--- src/rtl/chunked_serial_adder.sv ---
// Multi-cycle adder: adds WIDTH-bit operands CHUNK bits per clock with a registered carry.
// Define ADDER_SUB_EN to add the sub port (A - B via ~B and forced carry-in).
module chunked_serial_adder #(
  parameter int WIDTH = 16,
  parameter int CHUNK = 4
) (
  input  logic             clk,
  input  logic             rst_n,
  input  logic             in_valid,
  output logic             in_ready,
  input  logic [WIDTH-1:0] dataa,
  input  logic [WIDTH-1:0] datab,
  input  logic             cin,
`ifdef ADDER_SUB_EN
  input  logic             sub,
`endif
  output logic             out_valid,
  input  logic             out_ready,
  output logic [WIDTH-1:0] sum,
  output logic             cout,
  output logic             ovf
);

  localparam int NCHUNK = WIDTH / CHUNK;
  localparam int CW     = (NCHUNK > 1) ? $clog2(NCHUNK) : 1;
  localparam logic [CW-1:0] LAST = CW'(NCHUNK - 1);

  generate
    if (WIDTH < 2 || CHUNK < 1 || CHUNK > WIDTH || (WIDTH % CHUNK) != 0) begin : g_bad_cfg
      $error("chunked_serial_adder: WIDTH must be >= 2 and a multiple of CHUNK");
    end
  endgenerate

  typedef enum logic [1:0] {IDLE, RUN, DONE} state_e;

  state_e           state_q, state_d;
  logic [CW-1:0]    cnt_q, cnt_d;
  logic [WIDTH-1:0] a_q, a_d, b_q, b_d;
  logic [WIDTH-1:0] acc_q, acc_d;
  logic [WIDTH-1:0] sum_q, sum_d;
  logic             c_q, c_d;
  logic             am_q, am_d, bm_q, bm_d;
  logic             cout_q, cout_d, ovf_q, ovf_d;

  logic [WIDTH-1:0] b_ld;
  logic             c_ld;
  logic [CHUNK:0]   csum;
  logic [WIDTH-1:0] acc_nxt;

`ifdef ADDER_SUB_EN
  assign b_ld = sub ? ~datab : datab;
  assign c_ld = sub | cin;
`else
  assign b_ld = datab;
  assign c_ld = cin;
`endif

  assign csum = {1'b0, a_q[CHUNK-1:0]} + {1'b0, b_q[CHUNK-1:0]} + (CHUNK+1)'(c_q);
  // Chunks enter at the top and drift down, so chunk k lands at bit k*CHUNK after NCHUNK steps.
  assign acc_nxt = (acc_q >> CHUNK) | (WIDTH'(csum[CHUNK-1:0]) << (WIDTH - CHUNK));

  always_comb begin
    state_d = state_q;
    cnt_d   = cnt_q;
    a_d     = a_q;
    b_d     = b_q;
    c_d     = c_q;
    am_d    = am_q;
    bm_d    = bm_q;
    acc_d   = acc_q;
    sum_d   = sum_q;
    cout_d  = cout_q;
    ovf_d   = ovf_q;
    case (state_q)
      IDLE: begin
        if (in_valid) begin
          a_d     = dataa;
          b_d     = b_ld;
          c_d     = c_ld;
          am_d    = dataa[WIDTH-1];
          bm_d    = b_ld[WIDTH-1];
          cnt_d   = '0;
          state_d = RUN;
        end
      end
      RUN: begin
        a_d   = a_q >> CHUNK;
        b_d   = b_q >> CHUNK;
        c_d   = csum[CHUNK];
        acc_d = acc_nxt;
        cnt_d = cnt_q + CW'(1);
        if (cnt_q == LAST) begin
          // Visible result only changes here, so sum holds across the next op's RUN phase.
          sum_d   = acc_nxt;
          cout_d  = csum[CHUNK];
          ovf_d   = (am_q == bm_q) && (acc_nxt[WIDTH-1] != am_q);
          state_d = DONE;
        end
      end
      DONE: begin
        if (out_ready) state_d = IDLE;
      end
      default: state_d = IDLE;
    endcase
  end

  always_ff @(posedge clk or negedge rst_n) begin
    if (!rst_n) begin
      state_q <= IDLE;
      cnt_q   <= '0;
      a_q     <= '0;
      b_q     <= '0;
      c_q     <= 1'b0;
      am_q    <= 1'b0;
      bm_q    <= 1'b0;
      acc_q   <= '0;
      sum_q   <= '0;
      cout_q  <= 1'b0;
      ovf_q   <= 1'b0;
    end else begin
      state_q <= state_d;
      cnt_q   <= cnt_d;
      a_q     <= a_d;
      b_q     <= b_d;
      c_q     <= c_d;
      am_q    <= am_d;
      bm_q    <= bm_d;
      acc_q   <= acc_d;
      sum_q   <= sum_d;
      cout_q  <= cout_d;
      ovf_q   <= ovf_d;
    end
  end

  assign in_ready  = (state_q == IDLE);
  assign out_valid = (state_q == DONE);
  assign sum       = sum_q;
  assign cout      = cout_q;
  assign ovf       = ovf_q;

endmodule

--- config.mk ---
export PLATFORM = sky130hd
export DESIGN_NAME = chunked_serial_adder
export DESIGN_NICKNAME = d
export VERILOG_FILES = /design/src/rtl/chunked_serial_adder.sv
export SDC_FILE = /design/constraint.sdc
export NUM_CORES = 1
export LEC_CHECK = 0
export ABC_AREA = 0
export CAP_MARGIN = 25
export CELL_PAD_IN_SITES_DETAIL_PLACEMENT = 1
export CELL_PAD_IN_SITES_GLOBAL_PLACEMENT = 1
export CORE_MARGIN = 3
export CORE_UTILIZATION = 37
export DETAILED_ROUTE_END_ITERATION = 12
export PLACE_DENSITY_LB_ADDON = 0.08
export SKIP_CTS_REPAIR_TIMING = 1
export SLEW_MARGIN = 20
export SYNTH_ARGS = -nofsm -noshare
export SYNTH_HDL_FRONTEND = slang
export SYNTH_SLANG_ARGS = --single-unit
--- constraint.sdc ---
create_clock -name clk -period 1.4 [get_ports clk]
set_input_delay 0.42 -clock clk [delete_from_list [all_inputs] [get_ports clk]]
set_output_delay 0.42 -clock clk [all_outputs]
set_load 0.005 [all_outputs]
==> out/summary.txt <==
Max-slew violations: 0
Number of synthesized flops with an enable pin: 0
Failing checks: negative setup slack
GP Congestion: 0.695
Period utilization: 118%
WHS: 0.0851 ns
Gr busiest metal: met2
CP cell instances: fa_2 > a21o_1 > a21oi_2 > buf_4 > a211o_1 > nand3_1
Met3 GRT Util: 2.67%
Maxcap violations: 0
Non-filler instance count after layout: 492
Pwr/cell area: 2360 mW/mm^2
Worst-Margin Slew: 0.380 ns
Post-DP HPWL: 4870 um
Final setup viols: 70
Clk buf depth: 2
Initial Utilization: 38.8%
Achievable Freq: 606 MHz
Fillcell total: 815
Max FO, Critical Path: 2
Synth cell count leaders: nand2_1 (74), dfrtp_1 (69), o21ai_0 (37)
FP Rows: 32
Worst Path Class, Setup: flip-flop to flip-flop
Inserted Diodes: 0
Final Hold Viols: 0
WL/cell: 17.1 um
Vias: 2435
Syn Area/Cell: 11.0 um^2
Reg clk slew, reported paths: 0.08 ns
Register area: 0.00173 mm^2
Fin worst setup slack: -0.249 ns
CP Buf/Inv Count: 1
Total routed wirelength: 8410 um
FFs w/ async S/R, synth: 100%
First-pass GRT wire length: 11600 um
Nets: 428
Synth warn: 0
Mapped Cells: 277
Ports: 57
Pin count of the biggest net entering global routing: 70
Die area: 0.00936 mm^2
Initial antenna violation count: 0
Peak VDD IR: 0.000773 V
DRC: 0
Outcome: complete, but fails checks
Type of origin of the critical path: flip-flop
Pleak: 2.50 nW
Unrepaired setup endpoints after global routing: yes
Post-synthesis sequential area ratio: 56.7%
Most frequent cell after synthesis: nand2_1
Top_reg_cell synth: dfrtp_1
CTS tree: yes
Fraction of layout cells with a size suffix above 1: 36.4%
Critical path's largest stage delay: 0.42 ns
First DRT Iteration DRCs: 45
Setup skew after layout: 0.00548 ns
Port Buffer Count: 56
Skew-Pair Late Insertion Delay: 0.34 ns
Gr ovfl total: 0
Die X: 96.7 um
Inst Count DP: 445
Minimum clock period: 1.65 ns
Met2 usage: 26.1%
Layout overhead on the synthesized area: 59.3%
Overall routing resource usage: 15.4%
Max_slew headroom: 74.7%
Syn nets: 320
Routed Antenna Nets: 0
Post-synth top area share: 56.7%
Slowest cell on the critical path: fa_2
Synth top area cells: dfrtp_1 (57%), nand2_1 (9.1%), mux2i_1 (7.2%), o21ai_0 (6.1%), mux2_4 (4.9%)
Drt pass-1 iters: 4
Sum Neg Setup Slack: -8.22 ns
Root buffer cell: clkbuf_8
DR vias/cell: 4.95
CTS Buf Count: 9
Synthesized cell area: 0.00305 mm^2
Sink Count: 69
Hold Path Class: input port to async pin
CP Data Required Time: 1.63 ns
H-tree depth: 3
Multi-input gate area: 0.00141 mm^2
Crit path max-delay family: compound AO/OA/AOI/OAI gates
Vias in the first global route: 2383
Critical Path End Type: flip-flop
Post-synthesis cell type count: 32
Met1 usage: 19.4%
Flops & latches, synth: 69
Post-synth top area cell: dfrtp_1
Util after Layout: 61.8%
Core area: 0.00785 mm^2
CP arrival: 1.88 ns
Die Height: 96.7 um
## path summary, 6_finish.rpt
kind / slack, ns / startpoint / end / depth (start not counted)
setup / recovery: -0.25 / a_q[0]$_DFFE_PN0P_ / ovf$_DFFE_PN0P_ / 6
hold / removal: 0.09 / rst_n / sum[6]$_DFFE_PN0P_ / 2
setup reg to reg: -0.25 / a_q[0]$_DFFE_PN0P_ / ovf$_DFFE_PN0P_ / 6
hold reg to reg: 0.49 / acc_q[7]$_DFFE_PN0N_ / acc_q[7]$_DFFE_PN0N_ / 2
max in group asynchronous: 1.00 / rst_n / am_q$_DFFE_PN0P_ / 2
min in group clk: 0.49 / acc_q[7]$_DFFE_PN0N_ / acc_q[7]$_DFFE_PN0N_ / 2
## worst reg2reg max path, cell delays in order (launching register included)
cell     delay, ns
dfrtp_1       0.41
fa_2          0.42
a21o_1        0.20
a21oi_2       0.21
buf_4         0.16
a211o_1       0.09
nand3_1       0.05
## power breakdown
part / internal, mW / total (mW) / switching, mW
Combinational: 3.36 / 5.95 / 2.60
Sequential: 2.86 / 3.49 / 0.633
Clock: 1.23 / 2.01 / 0.785
Total: 7.45 / 11.5 / 4.01
## layout make-up
cell class,count,share of cell area (%)
Timing Repair Buffer,114,27.2
Sequential cell,69,35.6
Inverter,5,0.387
Tap cell,102,2.63
Clock buffer,10,2.84
Multi-Input combinational cell,186,29.1
Clock inverter,6,2.27
## layout by cell type, fill, tap and decap left out, types with 2 or more instances in the layout
cell type,instances
a21o_1,2
a21oi_2,3
a22o_1,2
buf_12,8
buf_2,2
buf_4,26
buf_6,13
buf_8,5
bufinv_16,3
clkbuf_16,6
clkbuf_8,10
clkdlybuf4s50_1,34
clkinvlp_4,2
dfrtp_1,68
dlymetal6s2s_1,19
fa_2,2
ha_1,3
inv_1,3
inv_2,2
mux2_4,15
mux2i_1,19
mux2i_2,3
nand2_1,50
nand2_2,18
nand2_4,7
nand3_1,2
nor2_1,2
o21ai_1,35
o21ai_2,5
xor2_2,2
## cell families after synthesis
family | Yosys count | synth area share, %
AOI/OAI and AO/OA | 53 | 9.53
buffers and inverters | 22 | 4.11
adders and majority gates | 6 | 2.96
muxes | 37 | 14.0
xor gates and xnor gates | 2 | 0.575
and+or+nand+nor | 88 | 12.1
DFF | 69 | 56.7
## layer usage
layer	share of wire, %	vias up
li1	-	1144
met1	43	1222
met2	51	54
met3	3.3	15
met4	2.5	0
met5	0	-
## flip-flops by register name (all words and copies together) (netlist names), 2 cells and up
name and count:
sum 16, state_q 2, a_q 16, acc_q 12, cnt_q 2, b_q 16
## through the flow
stage	setup slack, ns	power [mW]	instance area (um^2)
final	-0.249	11.5	4850
after global routing	-0.338	12.2	4850
after floorplan	-0.136	5.74	3070
after CTS	-0.528	9.73	4200
after global placement	-0.408	7.50	3950
after detailed placement	-0.461	7.69	3950
(Power assumes the default switching activity.)
